`src/rtl/idct_pkg.sv`:
```
// Shared constants and sample types for the 4x4 inverse-transform datapath.
package idct_pkg;
    localparam int DW       = 25;
    localparam int N        = 4;

    // Pass-1 feeds the transpose buffer; pass-2 constants are used by the column engine.
    localparam int P1_SHIFT = 7;
    localparam int P1_ADD   = 1 << (P1_SHIFT - 1);
    localparam int P2_SHIFT = 12;
    localparam int P2_ADD   = 1 << (P2_SHIFT - 1);

    localparam int CLIP_W   = 16;
    localparam int CLIP_MAX = (1 << (CLIP_W - 1)) - 1;
    localparam int CLIP_MIN = -(1 << (CLIP_W - 1));

    typedef logic signed [DW-1:0]     sample_t;
    typedef logic signed [CLIP_W-1:0] clip_t;

    function automatic sample_t sext_clip(input clip_t v);
        return {{(DW - CLIP_W){v[CLIP_W-1]}}, v};
    endfunction
endpackage

```
`src/rtl/idct4_transpose_buf_if.sv`:
```
// Row-in / column-out handshake bundle of the inter-pass transpose buffer.
interface idct4_transpose_buf_if;
    import idct_pkg::*;

    logic    in_valid;
    logic    in_ready;
    sample_t d_in_1;
    sample_t d_in_2;
    sample_t d_in_3;
    sample_t d_in_4;

    logic    out_valid;
    logic    out_ready;
    sample_t d_out_1;
    sample_t d_out_2;
    sample_t d_out_3;
    sample_t d_out_4;

    modport master (
        output in_valid, d_in_1, d_in_2, d_in_3, d_in_4, out_ready,
        input  in_ready, out_valid, d_out_1, d_out_2, d_out_3, d_out_4
    );

    modport slave (
        input  in_valid, d_in_1, d_in_2, d_in_3, d_in_4, out_ready,
        output in_ready, out_valid, d_out_1, d_out_2, d_out_3, d_out_4
    );
endinterface

```
`src/rtl/idct_round_clip.sv`:
```
// Combinational round, arithmetic shift and saturation of one sample to CLIP_W bits.
module idct_round_clip
    import idct_pkg::*;
#(
    parameter int SHIFT = P1_SHIFT,
    parameter int ADD   = P1_ADD
) (
    input  sample_t i_x,
    output clip_t   o_y
);
    localparam logic signed [DW:0] L_ADD = (DW + 1)'(ADD);
    localparam logic signed [DW:0] L_MAX = (DW + 1)'(CLIP_MAX);
    localparam logic signed [DW:0] L_MIN = (DW + 1)'(CLIP_MIN);

    // One guard bit keeps the rounding add from wrapping at the positive extreme.
    logic signed [DW:0] w_sum;
    logic signed [DW:0] w_shr;

    assign w_sum = {i_x[DW-1], i_x} + L_ADD;
    assign w_shr = w_sum >>> SHIFT;

    always_comb begin
        if (w_shr > L_MAX) begin
            o_y = clip_t'(CLIP_MAX);
        end else if (w_shr < L_MIN) begin
            o_y = clip_t'(CLIP_MIN);
        end else begin
            o_y = w_shr[CLIP_W-1:0];
        end
    end
endmodule

```
`src/rtl/idct4_transpose_buf.sv`:
```
// Ping-pong 4x4 transpose buffer: rounded rows in, columns out, one per cycle each.
module idct4_transpose_buf
    import idct_pkg::*;
(
    input  logic                  clk,
    input  logic                  reset,
    idct4_transpose_buf_if.slave  bus
);
    clip_t       r_bank [2][N][N];
    logic        r_wr_bank;
    logic [1:0]  r_wr_row;
    logic        r_rd_bank;
    logic [1:0]  r_rd_col;
    logic [1:0]  r_full;

    sample_t     w_din  [N];
    clip_t       w_clip [N];
    sample_t     w_dout [N];
    logic        w_wr_fire;
    logic        w_rd_fire;
    logic [1:0]  w_full_next;

    assign w_din[0] = bus.d_in_1;
    assign w_din[1] = bus.d_in_2;
    assign w_din[2] = bus.d_in_3;
    assign w_din[3] = bus.d_in_4;

    generate
        for (genvar gi = 0; gi < N; gi++) begin : g_lane
            idct_round_clip #(
                .SHIFT (P1_SHIFT),
                .ADD   (P1_ADD)
            ) u_round_clip (
                .i_x (w_din[gi]),
                .o_y (w_clip[gi])
            );

            // Lane gi of the output column is row gi of the selected column.
            assign w_dout[gi] = sext_clip(r_bank[r_rd_bank][gi][r_rd_col]);
        end
    endgenerate

    assign bus.d_out_1   = w_dout[0];
    assign bus.d_out_2   = w_dout[1];
    assign bus.d_out_3   = w_dout[2];
    assign bus.d_out_4   = w_dout[3];

    assign bus.in_ready  = !r_full[r_wr_bank];
    assign bus.out_valid = r_full[r_rd_bank];
    assign w_wr_fire     = bus.in_valid && bus.in_ready;
    assign w_rd_fire     = bus.out_valid && bus.out_ready;

    // A bank is only written while empty, so set and clear never target the same bank.
    always_comb begin
        w_full_next = r_full;
        if (w_wr_fire && (r_wr_row == 2'd3)) begin
            w_full_next[r_wr_bank] = 1'b1;
        end
        if (w_rd_fire && (r_rd_col == 2'd3)) begin
            w_full_next[r_rd_bank] = 1'b0;
        end
    end

    always_ff @(posedge clk) begin
        if (!reset) begin
            r_wr_bank <= 1'b0;
            r_wr_row  <= 2'd0;
            r_rd_bank <= 1'b0;
            r_rd_col  <= 2'd0;
            r_full    <= 2'b00;
            for (int b = 0; b < 2; b++) begin
                for (int r = 0; r < N; r++) begin
                    for (int c = 0; c < N; c++) begin
                        r_bank[b][r][c] <= '0;
                    end
                end
            end
        end else begin
            r_full <= w_full_next;

            if (w_wr_fire) begin
                for (int c = 0; c < N; c++) begin
                    r_bank[r_wr_bank][r_wr_row][c] <= w_clip[c];
                end
                r_wr_row <= r_wr_row + 2'd1;
                if (r_wr_row == 2'd3) begin
                    r_wr_bank <= !r_wr_bank;
                end
            end

            if (w_rd_fire) begin
                r_rd_col <= r_rd_col + 2'd1;
                if (r_rd_col == 2'd3) begin
                    r_rd_bank <= !r_rd_bank;
                end
            end
        end
    end
endmodule

```
`src/flat_wrapper.sv`:
```
// flat-port wrapper written by rule: the top's interface ports become plain ports
module idct4_transpose_buf_flat import idct_pkg::*;
  (clk, reset, bus_in_valid, bus_d_in_1, bus_d_in_2, bus_d_in_3, bus_d_in_4, bus_out_ready, bus_in_ready, bus_out_valid, bus_d_out_1, bus_d_out_2, bus_d_out_3, bus_d_out_4);
  idct4_transpose_buf_if bus_i ();
  input  logic clk;
  input  logic reset;
  input wire logic [$bits(bus_i.in_valid)-1:0] bus_in_valid;
  input wire logic [$bits(bus_i.d_in_1)-1:0] bus_d_in_1;
  input wire logic [$bits(bus_i.d_in_2)-1:0] bus_d_in_2;
  input wire logic [$bits(bus_i.d_in_3)-1:0] bus_d_in_3;
  input wire logic [$bits(bus_i.d_in_4)-1:0] bus_d_in_4;
  input wire logic [$bits(bus_i.out_ready)-1:0] bus_out_ready;
  output wire logic [$bits(bus_i.in_ready)-1:0] bus_in_ready;
  output wire logic [$bits(bus_i.out_valid)-1:0] bus_out_valid;
  output wire logic [$bits(bus_i.d_out_1)-1:0] bus_d_out_1;
  output wire logic [$bits(bus_i.d_out_2)-1:0] bus_d_out_2;
  output wire logic [$bits(bus_i.d_out_3)-1:0] bus_d_out_3;
  output wire logic [$bits(bus_i.d_out_4)-1:0] bus_d_out_4;
  assign bus_i.in_valid = bus_in_valid;
  assign bus_i.d_in_1 = bus_d_in_1;
  assign bus_i.d_in_2 = bus_d_in_2;
  assign bus_i.d_in_3 = bus_d_in_3;
  assign bus_i.d_in_4 = bus_d_in_4;
  assign bus_i.out_ready = bus_out_ready;
  assign bus_in_ready = bus_i.in_ready;
  assign bus_out_valid = bus_i.out_valid;
  assign bus_d_out_1 = bus_i.d_out_1;
  assign bus_d_out_2 = bus_i.d_out_2;
  assign bus_d_out_3 = bus_i.d_out_3;
  assign bus_d_out_4 = bus_i.d_out_4;
  idct4_transpose_buf u_core (.clk(clk), .reset(reset), .bus(bus_i));
endmodule
```
`config.mk`:
```
export PLATFORM = sky130hd
export DESIGN_NAME = idct4_transpose_buf_flat
export DESIGN_NICKNAME = d
export VERILOG_FILES = /design/src/rtl/idct_pkg.sv /design/src/rtl/idct4_transpose_buf_if.sv /design/src/rtl/idct_round_clip.sv /design/src/rtl/idct4_transpose_buf.sv /design/src/flat_wrapper.sv
export SDC_FILE = /design/constraint.sdc
export NUM_CORES = 1
export LEC_CHECK = 0
export CAP_MARGIN = 20
export CORE_UTILIZATION = 40
export CTS_BUF_LIST = sky130_fd_sc_hd__clkbuf_8 sky130_fd_sc_hd__clkbuf_16
export DETAILED_ROUTE_END_ITERATION = 7
export PLACE_DENSITY = 0.62
export SKIP_CTS_REPAIR_TIMING = 1
export SYNTH_ARGS = -nofsm -noshare
export SYNTH_HDL_FRONTEND = slang
export SYNTH_HIERARCHICAL = 1
export SYNTH_SLANG_ARGS = --single-unit
```
`constraint.sdc`:
```
create_clock -name clk -period 14.4 [get_ports clk]
set_input_delay 1.44 -clock clk [delete_from_list [all_inputs] [get_ports clk]]
set_output_delay 1.44 -clock clk [all_outputs]
set_load 0.03 [all_outputs]
```
==> key figures, run 1 <==
Status
  – Outcome: finished, final reports clean

Logic synthesis
  – Sequential cell area fraction in the yosys report: 0.592
  – Share of Yosys cell area claimed by the top area cell type: 0.585
  – Cell variety after synth: 53
  – Post-Syn Nets: 2134
  – Mapped cell area: 0.0263 sq mm
  – Number of synthesized flops with an enable pin: 512
  – Count of state elements after synthesis: 521
  – Dominant register cell in the synthesized netlist: edfxtp_1
  – Average cell area after synthesis: 13.0 sq um
  – Async SR Flop Fraction: 0
  – Leading post-synthesis cells by cell area: edfxtp_1 58%, mux4_2 11%, a21oi_1 4.1%, nand2_1 4.0%, nor2_1 3.0%
  – Synth top cells by count: 512 x edfxtp_1, 282 x nand2_1, 214 x a21oi_1
  – Post-synthesis instance total: approximately 2.0k
  – Dominant cell type by area after synthesis: edfxtp_1
  – Count leader, synth: edfxtp_1
  – Number of warnings printed during yosys synthesis: 6

Power and ir drop
  – Leakage power summed over all cells: 10.3 nW
  – Cell Pwr Density: 118 mW/mm^2
  – Peak ir drop on the vdd network: 102 uV
  – Overall power: 3.57 mW

STA
  – Min Clock Period, post-route: 5.74 ns
  – Pin slew with the least headroom to its limit: 1.17 ns
  – Share of the clock period used by the worst path after layout: 0.398
  – Rel. slew slack: 0.217
  – Count of final setup violators: 0
  – Final Hold Viols: 0
  – Worst-case setup margin in the final layout: 8.66 ns
  – Final-layout worst hold slack: between 0.5 and 0.6 ns
  – Setup TNS Final: 0 ns
  – Maximum frequency from static timing analysis: 174 MHz
  – Unrepaired setup endpoints after global routing: false
  – Total count of max-transition violations in the final report: 0
  – Setup clock skew after layout: 0.0125 ns

Placement
  – Detailed Place HPWL: between 40000 and 50000 um
  – Placer's final routability congestion estimate: 0.858
  – Port-buffer cells: about 180
  – Post-place setup slack: 9.06 ns
  – Placed cell area: roughly 0.028 sq mm
  – Instance count after placement with tap cells included: 2919

Cells and area
  – Total number of nets in the final design: roughly 2.2k
  – Signed area change from the synthesized netlist to the final layout: 15.1%
  – Post-Layout Cell Count: 3020
  – Fraction of final layout cells sized beyond drive strength 1: 0.176
  – Share of the core filled with cells: 0.468
  – Non-Filler Cell Area, Final: 0.0303 sq mm

Critical path
  – Destination of the worst register-to-register timing path: u_core/r_bank[1][91]
  – Source of the worst register-to-register timing path: u_core/r_wr_row[0]
  – Required @ worst endpoint: 12.96 ns
  – Reg-to-reg slack, setup: 10.79 ns
  – Worst Setup Start Kind: flop
  – Kind of capture point of the worst setup path: output port
  – Critical path data arrival time: 4.30 ns
  – Highest net fanout along the worst path: 53
  – Setup CP Type: reg -> out
  – Path depth of the worst reg2reg path: 7

Floorplanning
  – Overall die height: 258 um
  – Full die area: roughly 0.067 sq mm
  – Horizontal extent of the die: 258 um
  – Total number of placement rows: between 90 and 100
  – Starting density of the core: 0.406
  – Ports: 206
  – Core area: roughly 0.065 sq mm

Job
  – Max_cap viols: 0

Global route
  – Vias in the first global route: around 17k
  – Pin count of the biggest net entering global routing: 106
  – Initial antenna violation count: 5
  – Sum of overflow across all layers after global routing: 0
  – Global-route wire length before repair: 112000 um
  – GRT Total Usage: 0.229

Detailed routing
  – Detail-routed via count per cell: approximately 5.7
  – Final antenna-violating net count: 0
  – Number of detailed-route iterations in the first pass: 6
  – Number of DRC violations after detailed-routing iteration 0: roughly 1.6k
  – Routed length per placed instance: around 25 um
  – WL final: 76600 um
  – Total vias in the final route: 17.3k
  – Number of remaining DRC errors: 0

Clocking
  – Maximum level of the CTS H-tree: 2
  – TritonCTS clock tree: built
  – Number of clock sinks: 521
  – Worst-Skew Late Latency: about 0.61 ns
  – Clock buffer depth: 3
  – Clock slew seen by the registers of the worst setup and hold paths: roughly 0.060 ns
  – Root Driver: clkbuf_16
  – Clock buffer count from CTS: 52

Hold path
  – Min-delay src: u_core/r_rd_bank
  – Hold/Removal Path Class: reg -> reg
  – Endpoint of the worst hold-timing path: u_core/r_rd_bank
  – Worst hold stages: 2
==> cell type report <==
class	count	area (sq um)
fill	5820	34400
multi-input combinational	1323	9750
antenna	1	2.50
clock buffer	52	1300
clock inverter	41	339
sequential	521	15600
inverter	11	41.3
tap	855	1070
timing repair buffer	216	2190
==> worst max-delay path, stage by stage, from the launching register on <==
cell and delay, ns:
dfxtp_4 0.68, buf_4 0.72, buf_4 0.80, mux4_2 0.42, mux2_2 0.37, clkdlybuf4s50_1 0.63
==> cells by family after synthesis <==
logic type | Yosys count | synth area share
compound gates | 290 | 0.0657
xor+xnor | 55 | 0.0183
flops | 521 | 0.592
buf+inv | 177 | 0.0425
fa+ha+maj | 9 | 0.00428
simple gates | 772 | 0.138
mux | 197 | 0.140
==> worst max path at each step <==
stage / endpoint / startpoint / cells after the start
final: bus_d_out_4[6] / u_core/r_rd_col[0] / 5
after global routing: bus_d_out_4[6] / u_core/r_rd_col[0] / 5
after CTS: bus_d_out_4[3] / u_core/r_rd_col[0] / 5
after detailed placement: u_core/r_bank[0][204] / bus_d_in_4[6] / 9
after global placement: u_core/r_bank[0][200] / bus_d_in_4[6] / 9
after floorplan: u_core/r_bank[1][100] / reset / 5
==> per-layer routing <==
layer | up-vias | part of all wire | wire (um) | global-route usage
met4 | 0 | 0.032 | 2440 | 0.0825
met1 | 8814 | 0.39 | 30200 | 0.287
met5 | - | 0 | 0 | 0
met3 | 130 | 0.064 | 4930 | 0.0289
li1 | 7637 | - | - | -
met2 | 705 | 0.51 | 39100 | 0.406
==> registers in the layout (all words and copies together) (netlist names), named ones only <==
name and cells:
u_core/r_wr_bank 1, u_core/r_wr_row 2, u_core/r_bank 512, u_core/r_rd_bank 1, u_core/r_rd_col 2, u_core/r_full 2
==> cells in the final DEF, fill, tap and decap left out, types with 28 or more instances in the layout <==
| master | count |
|---|---|
| mux4_2 | 128 |
| a21oi_1 | 214 |
| nor2_1 | 209 |
| and2_1 | 108 |
| xnor2_1 | 31 |
| nand2b_1 | 71 |
| clkbuf_16 | 52 |
| clkdlybuf4s50_1 | 181 |
| edfxtp_1 | 512 |
| nand2_1 | 282 |
| buf_4 | 28 |
| mux2_2 | 67 |
==> power breakdown <==
group / internal [mW] / switching [mW] / total [mW]
Combinational: 0.148 / 0.308 / 0.456
Clock: 0.746 / 0.578 / 1.32
Sequential: 1.77 / 0.0235 / 1.79
Total: 2.66 / 0.909 / 3.57
No activity file was read; power rests on OpenSTA's default activity.
==> inputs of run 2 (changes only) <==
--- a/config.mk
+++ b/config.mk
@@ -9,7 +9,7 @@
 export CORE_UTILIZATION = 40
 export CTS_BUF_LIST = sky130_fd_sc_hd__clkbuf_8 sky130_fd_sc_hd__clkbuf_16
 export DETAILED_ROUTE_END_ITERATION = 7
-export PLACE_DENSITY = 0.62
+export PLACE_DENSITY = 0.65
 export SKIP_CTS_REPAIR_TIMING = 1
 export SYNTH_ARGS = -nofsm -noshare
 export SYNTH_HDL_FRONTEND = slang
==> constraint.sdc (replaced) <==
create_clock -name clk -period 4.67 [get_ports clk]
set_input_delay 0.467 -clock clk [delete_from_list [all_inputs] [get_ports clk]]
set_output_delay 0.467 -clock clk [all_outputs]
set_load 0.03 [all_outputs]
==> key figures, run 2 (synthesized netlist as in run 1, its figures left out) <==
Placement
  – Detailed Place HPWL: 53300 um (+11%)
  – Placed cell area: 0.0288 sq mm (+1.1%)
  – Instance count after placement with tap cells included: 2947 (+0.96%)
  – Placer's final routability congestion estimate: 0.846 (-1.4%)
  – Post-place setup slack: 0.625 ns (-8.43 ns)
  – Port-buffer cells: 181 (unchanged)

Detailed routing
  – Number of remaining DRC errors: 0 (unchanged)
  – Total vias in the final route: 17.9k (+3.6%)
  – Routed length per placed instance: 26.6 um (+4.9%)
  – Final antenna-violating net count: 0 (unchanged)
  – Detail-routed via count per cell: 5.89 (+2.9%)
  – Number of DRC violations after detailed-routing iteration 0: 1978 (+22%)
  – WL final: 80900 um (+5.6%)
  – Number of detailed-route iterations in the first pass: 5 (-1)

STA
  – Share of the clock period used by the worst path after layout: 0.837
  – Min Clock Period, post-route: 3.91 ns
  – Pin slew with the least headroom to its limit: 1.16 ns (-0.0128 ns)
  – Rel. slew slack: 0.222 (+0.00504)
  – Unrepaired setup endpoints after global routing: false
  – Maximum frequency from static timing analysis: 256 MHz
  – Setup clock skew after layout: 0.0258 ns (+0.0133 ns)
  – Worst-case setup margin in the final layout: 0.761 ns (-7.90 ns)
  – Final-layout worst hold slack: 0.525 ns (+0.00785 ns)
  – Setup TNS Final: 0 ns (unchanged)
  – Final Hold Viols: 0 (unchanged)
  – Total count of max-transition violations in the final report: 0 (unchanged)
  – Count of final setup violators: 0 (unchanged)

Critical path
  – CP peak stage delay: 0.77 ns (-0.03 ns)
  – Buffer and inverter count on the worst path: 2 (-1)
  – Critical Path, Cell by Cell: buf_4, mux4_2, mux2_2, clkdlybuf4s50_1
  – Logic depth of the worst path, buffers included: 4 (-1)
  – Highest net fanout along the worst path: 28 (-47%)
  – Critical path data arrival time: 3.44 ns (-0.86 ns)
  – Kind of capture point of the worst setup path: output port
  – Setup CP Type: reg -> out
  – Worst Setup Start Kind: flop
  – Path depth of the worst reg2reg path: 7 (unchanged)
  – Required @ worst endpoint: 4.20 ns (-8.76 ns)
  – Delay-heaviest family, CP: buffers and inverters
  – Library cell contributing the largest single delay on the critical path: dfxtp_4

Clocking
  – TritonCTS clock tree: built
  – Clock buffer count from CTS: 53 (+1.9%)
  – Maximum level of the CTS H-tree: 2 (unchanged)
  – Clock slew seen by the registers of the worst setup and hold paths: 0.06 ns (about the same)
  – Root Driver: clkbuf_16
  – Clock buffer depth: 3 (unchanged)
  – Worst-Skew Late Latency: 0.61 ns (about the same)
  – Number of clock sinks: 521 (unchanged)

Global route
  – Sum of overflow across all layers after global routing: 0 (unchanged)
  – Vias in the first global route: 17.7k (+1.7%)
  – Pin count of the biggest net entering global routing: 69 (-35%)
  – Initial antenna violation count: 4 (-1)
  – Global-route wire length before repair: 118000 um (+4.7%)
  – GRT Total Usage: 0.241 (+0.0119)

Cells and area
  – Antenna diode count: 0 (-1)
  – Largest register FFs: 512 (unchanged)
  – Most common library cell in the layout ignoring fill and taps: edfxtp_1
  – Share of the core filled with cells: 0.471 (+0.00284)
  – Non-Filler Cell Area, Final: 0.0304 sq mm (+0.61%)
  – Multi-input combinational cell area: 0.00972 sq mm (-0.35%)
  – Commonest cells after routing, fill and taps aside: 512 x edfxtp_1, 282 x nand2_1, 214 x a21oi_1
  – Signed area change from the synthesized netlist to the final layout: 15.8%
  – Area occupied by registers: 0.0156 sq mm (unchanged)
  – Total number of nets in the final design: 2260 (+0.98%)
  – Fraction of final layout cells sized beyond drive strength 1: 0.183 (+0.00655)
  – Register containing the most flip-flops in the final layout: u_core/r_bank
  – Fillcell total: 5700 (-2.1%)
  – Post-Layout Cell Count: 3040 (+0.66%)

Status
  – Outcome: finished, final reports clean

Floorplanning
  – Starting density of the core: 0.406 (unchanged)
  – Ports: 206 (unchanged)
  – Total number of placement rows: 93 (unchanged)
  – Full die area: 0.0667 sq mm (unchanged)
  – Overall die height: 258 um (unchanged)
  – Core area: 0.0647 sq mm (unchanged)
  – Horizontal extent of the die: 258 um (unchanged)

Power and ir drop
  – Peak ir drop on the vdd network: 302 uV (+200%)
  – Cell Pwr Density: 363 mW/mm^2 (+210%)
  – Leakage power summed over all cells: 10.4 nW (+1.0%)
  – Overall power: 11.1 mW (+210%)

Job
  – Max_cap viols: 0 (unchanged)

Hold path
  – Worst hold stages: 2 (unchanged)
  – Hold/Removal Path Class: reg -> reg
-- run 2: cell types whose count changed in the layout (fill, tap and decap cells not counted), moves of 5 or more --
cell / before / now
buf_4: 28 / 42
inv_1: 25 / 20
clkinv_1: 11 / 17
buf_12: 3 / 13
-- run 2: cell type report --
| type | count | area share |
|---|---|---|
| Sequential cell | 521 | 0.511 |
| Multi-Input combinational cell | 1323 | 0.319 |
| Timing Repair Buffer | 237 | 0.0793 |
| Clock buffer | 55 | 0.0452 |
| Tap cell | 855 | 0.0351 |
| Clock inverter | 38 | 0.00859 |
| Inverter | 11 | 0.00136 |
-- run 2: path summary, 6_finish.rpt --
path         slack (ns)                     to                from
min                0.52     u_core/r_wr_row[0]  u_core/r_wr_row[0]
max                0.76         bus_d_out_4[7]                flop
min reg2reg        0.52     u_core/r_wr_row[0]  u_core/r_wr_row[0]
max reg2reg        1.31  u_core/r_bank[0][252]  u_core/r_wr_row[0]
-- run 2: where the power goes --
group / internal, mW / switching, mW / leakage (nW) / total [mW]
registers: 5.45 / 0.0760 / 5.37 / 5.52
clock network: 2.33 / 1.77 / 0.845 / 4.09
logic: 0.470 / 0.979 / 4.14 / 1.45
total: 8.24 / 2.82 / 10.4 / 11.1
-- run 2: tightest hold or removal path: cells and delay by family (launching register included) --
kind / cells / cell delay [ns]
AO/OA/AOI/OAI: 1 / 0.06
flip-flops: 1 / 0.35
AND/OR/NAND/NOR: 1 / 0.07
-- run 2: layer usage --
layer | GRT usage | share of wire | wire length, um
met3 | 0.0344 | 0.084 | 6770
met1 | 0.312 | 0.38 | 30900
met2 | 0.408 | 0.49 | 40000
met4 | 0.0965 | 0.040 | 3210
met5 | 0 | 0 | 0
==> inputs of run 3 (changes only) <==
--- a/config.mk
+++ b/config.mk
@@ -9,7 +9,7 @@
 export CORE_UTILIZATION = 40
 export CTS_BUF_LIST = sky130_fd_sc_hd__clkbuf_8 sky130_fd_sc_hd__clkbuf_16
 export DETAILED_ROUTE_END_ITERATION = 7
-export PLACE_DENSITY = 0.65
+export PLACE_DENSITY = 0.62
 export SKIP_CTS_REPAIR_TIMING = 1
 export SYNTH_ARGS = -nofsm -noshare
 export SYNTH_HDL_FRONTEND = slang
==> constraint.sdc (replaced) <==
create_clock -name clk -period 3.75 [get_ports clk]
set_input_delay 0.375 -clock clk [delete_from_list [all_inputs] [get_ports clk]]
set_output_delay 0.375 -clock clk [all_outputs]
set_load 0.03 [all_outputs]
==> key figures, run 3 (synthesized netlist as in run 1, its figures left out) <==
Status
  – Outcome: finished, final reports clean

Power and ir drop
  – Cell Pwr Density: 442 mW/mm^2 (+21%)
  – Clk pwr share: 0.356 (-0.014)
  – Switching power: 3.47 mW (+23%)
  – Internal Dissipation: 10.1 mW (+22%)
  – Leakage power summed over all cells: 10.5 nW (+1.6%)
  – Peak ir drop on the vdd network: 319 uV (+5.6%)
  – Switching fraction of total power: 0.256 (+0.00101)
  – Part of the power in combinational logic: 0.136 (+0.005)
  – Part of the total power dissipated in sequential elements: 0.508 (+0.009)

STA
  – Pin slew with the least headroom to its limit: 1.04 ns (-0.115 ns)
  – Rel. slew slack: 0.299 (+0.0771)
  – Setup clock skew after layout: 0.0155 ns (-0.0103 ns)
  – Setup TNS Final: 0 ns (unchanged)
  – Maximum frequency from static timing analysis: 284 MHz
  – Unrepaired setup endpoints after global routing: false
  – Count of final setup violators: 0 (unchanged)
  – Total count of max-transition violations in the final report: 0 (unchanged)
  – Final-layout worst hold slack: 0.487 ns (-0.0379 ns)
  – Share of the clock period used by the worst path after layout: 0.939
  – Final Hold Viols: 0 (unchanged)
  – Worst-case setup margin in the final layout: 0.230 ns (-0.531 ns)
  – Min Clock Period, post-route: 3.52 ns

Critical path
  – Critical path data arrival time: 3.15 ns (-0.29 ns)
  – Highest net fanout along the worst path: 39 (+39%)
  – Path depth of the worst reg2reg path: 7 (unchanged)
  – Kind of capture point of the worst setup path: output port
  – Required @ worst endpoint: 3.38 ns (-0.82 ns)
  – End point of the critical path: bus_d_out_4[8]
  – Worst Setup Start Kind: flop
  – Destination of the worst register-to-register timing path: u_core/r_bank[0][199]
  – CP peak stage delay: 0.63 ns (-0.14 ns)
  – Reg-to-reg slack, setup: 0.78 ns (-0.53 ns)
  – Critical Path, Cell by Cell: buf_12, mux4_2, mux2_2, clkdlybuf4s50_1
  – Source of the worst register-to-register timing path: u_core/r_wr_row[0]
  – Library cell contributing the largest single delay on the critical path: clkdlybuf4s50_1
  – Setup CP Type: reg -> out

Global route
  – GRT Total Usage: 0.235 (-0.00637)
  – Global-route wire length before repair: 115000 um (-2.4%)
  – Initial antenna violation count: 2 (-2)
  – Vias in the first global route: 17.6k (-0.46%)
  – Sum of overflow across all layers after global routing: 0 (unchanged)
  – Pin count of the biggest net entering global routing: 67 (-2.9%)

Floorplanning
  – Starting density of the core: 0.406 (unchanged)
  – Total number of placement rows: 93 (unchanged)
  – Horizontal extent of the die: 258 um (unchanged)
  – Overall die height: 258 um (unchanged)
  – Full die area: 0.0667 sq mm (unchanged)
  – Ports: 206 (unchanged)
  – Core area: 0.0647 sq mm (unchanged)

Cells and area
  – Commonest cells after routing, fill and taps aside: 512 x edfxtp_1, 282 x nand2_1, 214 x a21oi_1
  – Most common library cell in the layout ignoring fill and taps: edfxtp_1
  – Total number of nets in the final design: 2302 (+1.9%)
  – Largest register FFs: 512 (unchanged)
  – Signed area change from the synthesized netlist to the final layout: 16.7%
  – Non-Filler Cell Area, Final: 0.0307 sq mm (+0.77%)
  – Fraction of final layout cells sized beyond drive strength 1: 0.198 (+0.0155)
  – Antenna diode count: 0 (unchanged)
  – Register containing the most flip-flops in the final layout: u_core/r_bank
  – Post-Layout Cell Count: 3081 (+1.3%)
  – Fillcell total: 5692 (-0.14%)

Placement
  – Instance count after placement with tap cells included: 2991 (+1.5%)
  – Placed cell area: 0.0291 sq mm (+1.2%)
  – Placer's final routability congestion estimate: 0.892 (+5.4%)
  – Detailed Place HPWL: 52600 um (-1.3%)
  – Port-buffer cells: 181 (unchanged)
  – Post-place setup slack: 0.0846 ns (-0.541 ns)

Detailed routing
  – Number of detailed-route iterations in the first pass: 5 (unchanged)
  – Final antenna-violating net count: 0 (unchanged)
  – Routed length per placed instance: 25.3 um (-4.9%)
  – Detail-routed via count per cell: 5.68 (-3.6%)
  – Number of remaining DRC errors: 0 (unchanged)
  – Total vias in the final route: 17.5k (-2.3%)
  – Number of DRC violations after detailed-routing iteration 0: 1794 (-9.3%)
  – WL final: 78000 um (-3.6%)

Clocking
  – Maximum level of the CTS H-tree: 2 (unchanged)
  – Clock buffer count from CTS: 51 (-3.8%)
  – Root Driver: clkbuf_16
  – Number of clock sinks: 521 (unchanged)
  – TritonCTS clock tree: built
  – Clock buffer depth: 3 (unchanged)
  – Clock slew seen by the registers of the worst setup and hold paths: 0.06 ns (about the same)
  – Worst-Skew Late Latency: 0.60 ns (about the same)

Job
  – Max_cap viols: 0 (unchanged)

Hold path
  – Hold/Removal Path Class: in -> reg
==> run 3: cell types whose count changed in the layout (fill, tap and decap cells not counted), moves of 3 or more <==
| cell | previous run | this run |
|---|---|---|
| buf_4 | 42 | 85 |
| clkbuf_16 | 55 | 51 |
| clkbuf_8 | 0 | 4 |
| clkinv_1 | 17 | 12 |
| inv_1 | 20 | 23 |
==> run 3: metrics by stage <==
stage / utilization / power, mW
2_1_floorplan: - / 8.02
3_3_place_gp: 0.451 / 8.78
3_5_place_dp: 0.451 / 8.82
4_1_cts: 0.474 / 13.6
5_1_grt: 0.474 / 13.9
6_report: 0.474 / 13.5
==> run 3: area by class of cell <==
type | instances | area (sq um) | share of cell area
Clock buffer | 55 | 1330 | 0.0434
Clock inverter | 35 | 204 | 0.00665
Inverter | 11 | 41.3 | 0.00135
Multi-Input combinational cell | 1323 | 9720 | 0.317
Sequential cell | 521 | 15600 | 0.507
Tap cell | 855 | 1070 | 0.0349
Timing Repair Buffer | 281 | 2750 | 0.0896
==> run 3: critical path: cells and delay by family, from the launching register on <==
family                 cells  cell delay (ns)
buffers and inverters      2             0.98
DFF                        1             0.57
muxes                      2             0.91
==> run 3: worst min path at each step <==
stage                       start                  to  slack (ns)  cells past startpoint
6_report            bus_out_ready  u_core/r_rd_col[0]        0.49                      3
5_1_grt             bus_out_ready  u_core/r_rd_col[0]        0.52                      3
4_1_cts             bus_out_ready  u_core/r_rd_col[0]        0.46                      3
3_5_place_dp   u_core/r_wr_row[1]  u_core/r_wr_row[1]        0.51                      2
3_3_place_gp     u_core/r_rd_bank                flop        0.49                      2
2_1_floorplan  u_core/r_wr_row[1]  u_core/r_wr_row[1]        0.47                      2
==> run 3: layer usage <==
layer  share of wire  vias up  GRT usage
li1                -     7775          -
met1            0.40     8776      0.311
met2            0.48      817      0.386
met3           0.082      129     0.0370
met4           0.040        2     0.0952
met5         0.00017        -          0
==> run 3: power groups by stage <==
stage	registers [mW]	logic, mW	clock network (mW)
after global routing	6.90	1.96	5.09
after CTS	6.88	1.84	4.89
after global placement	6.97	1.81	0
final	6.88	1.85	4.83
after floorplan	6.97	1.05	0
after detailed placement	7.00	1.83	0
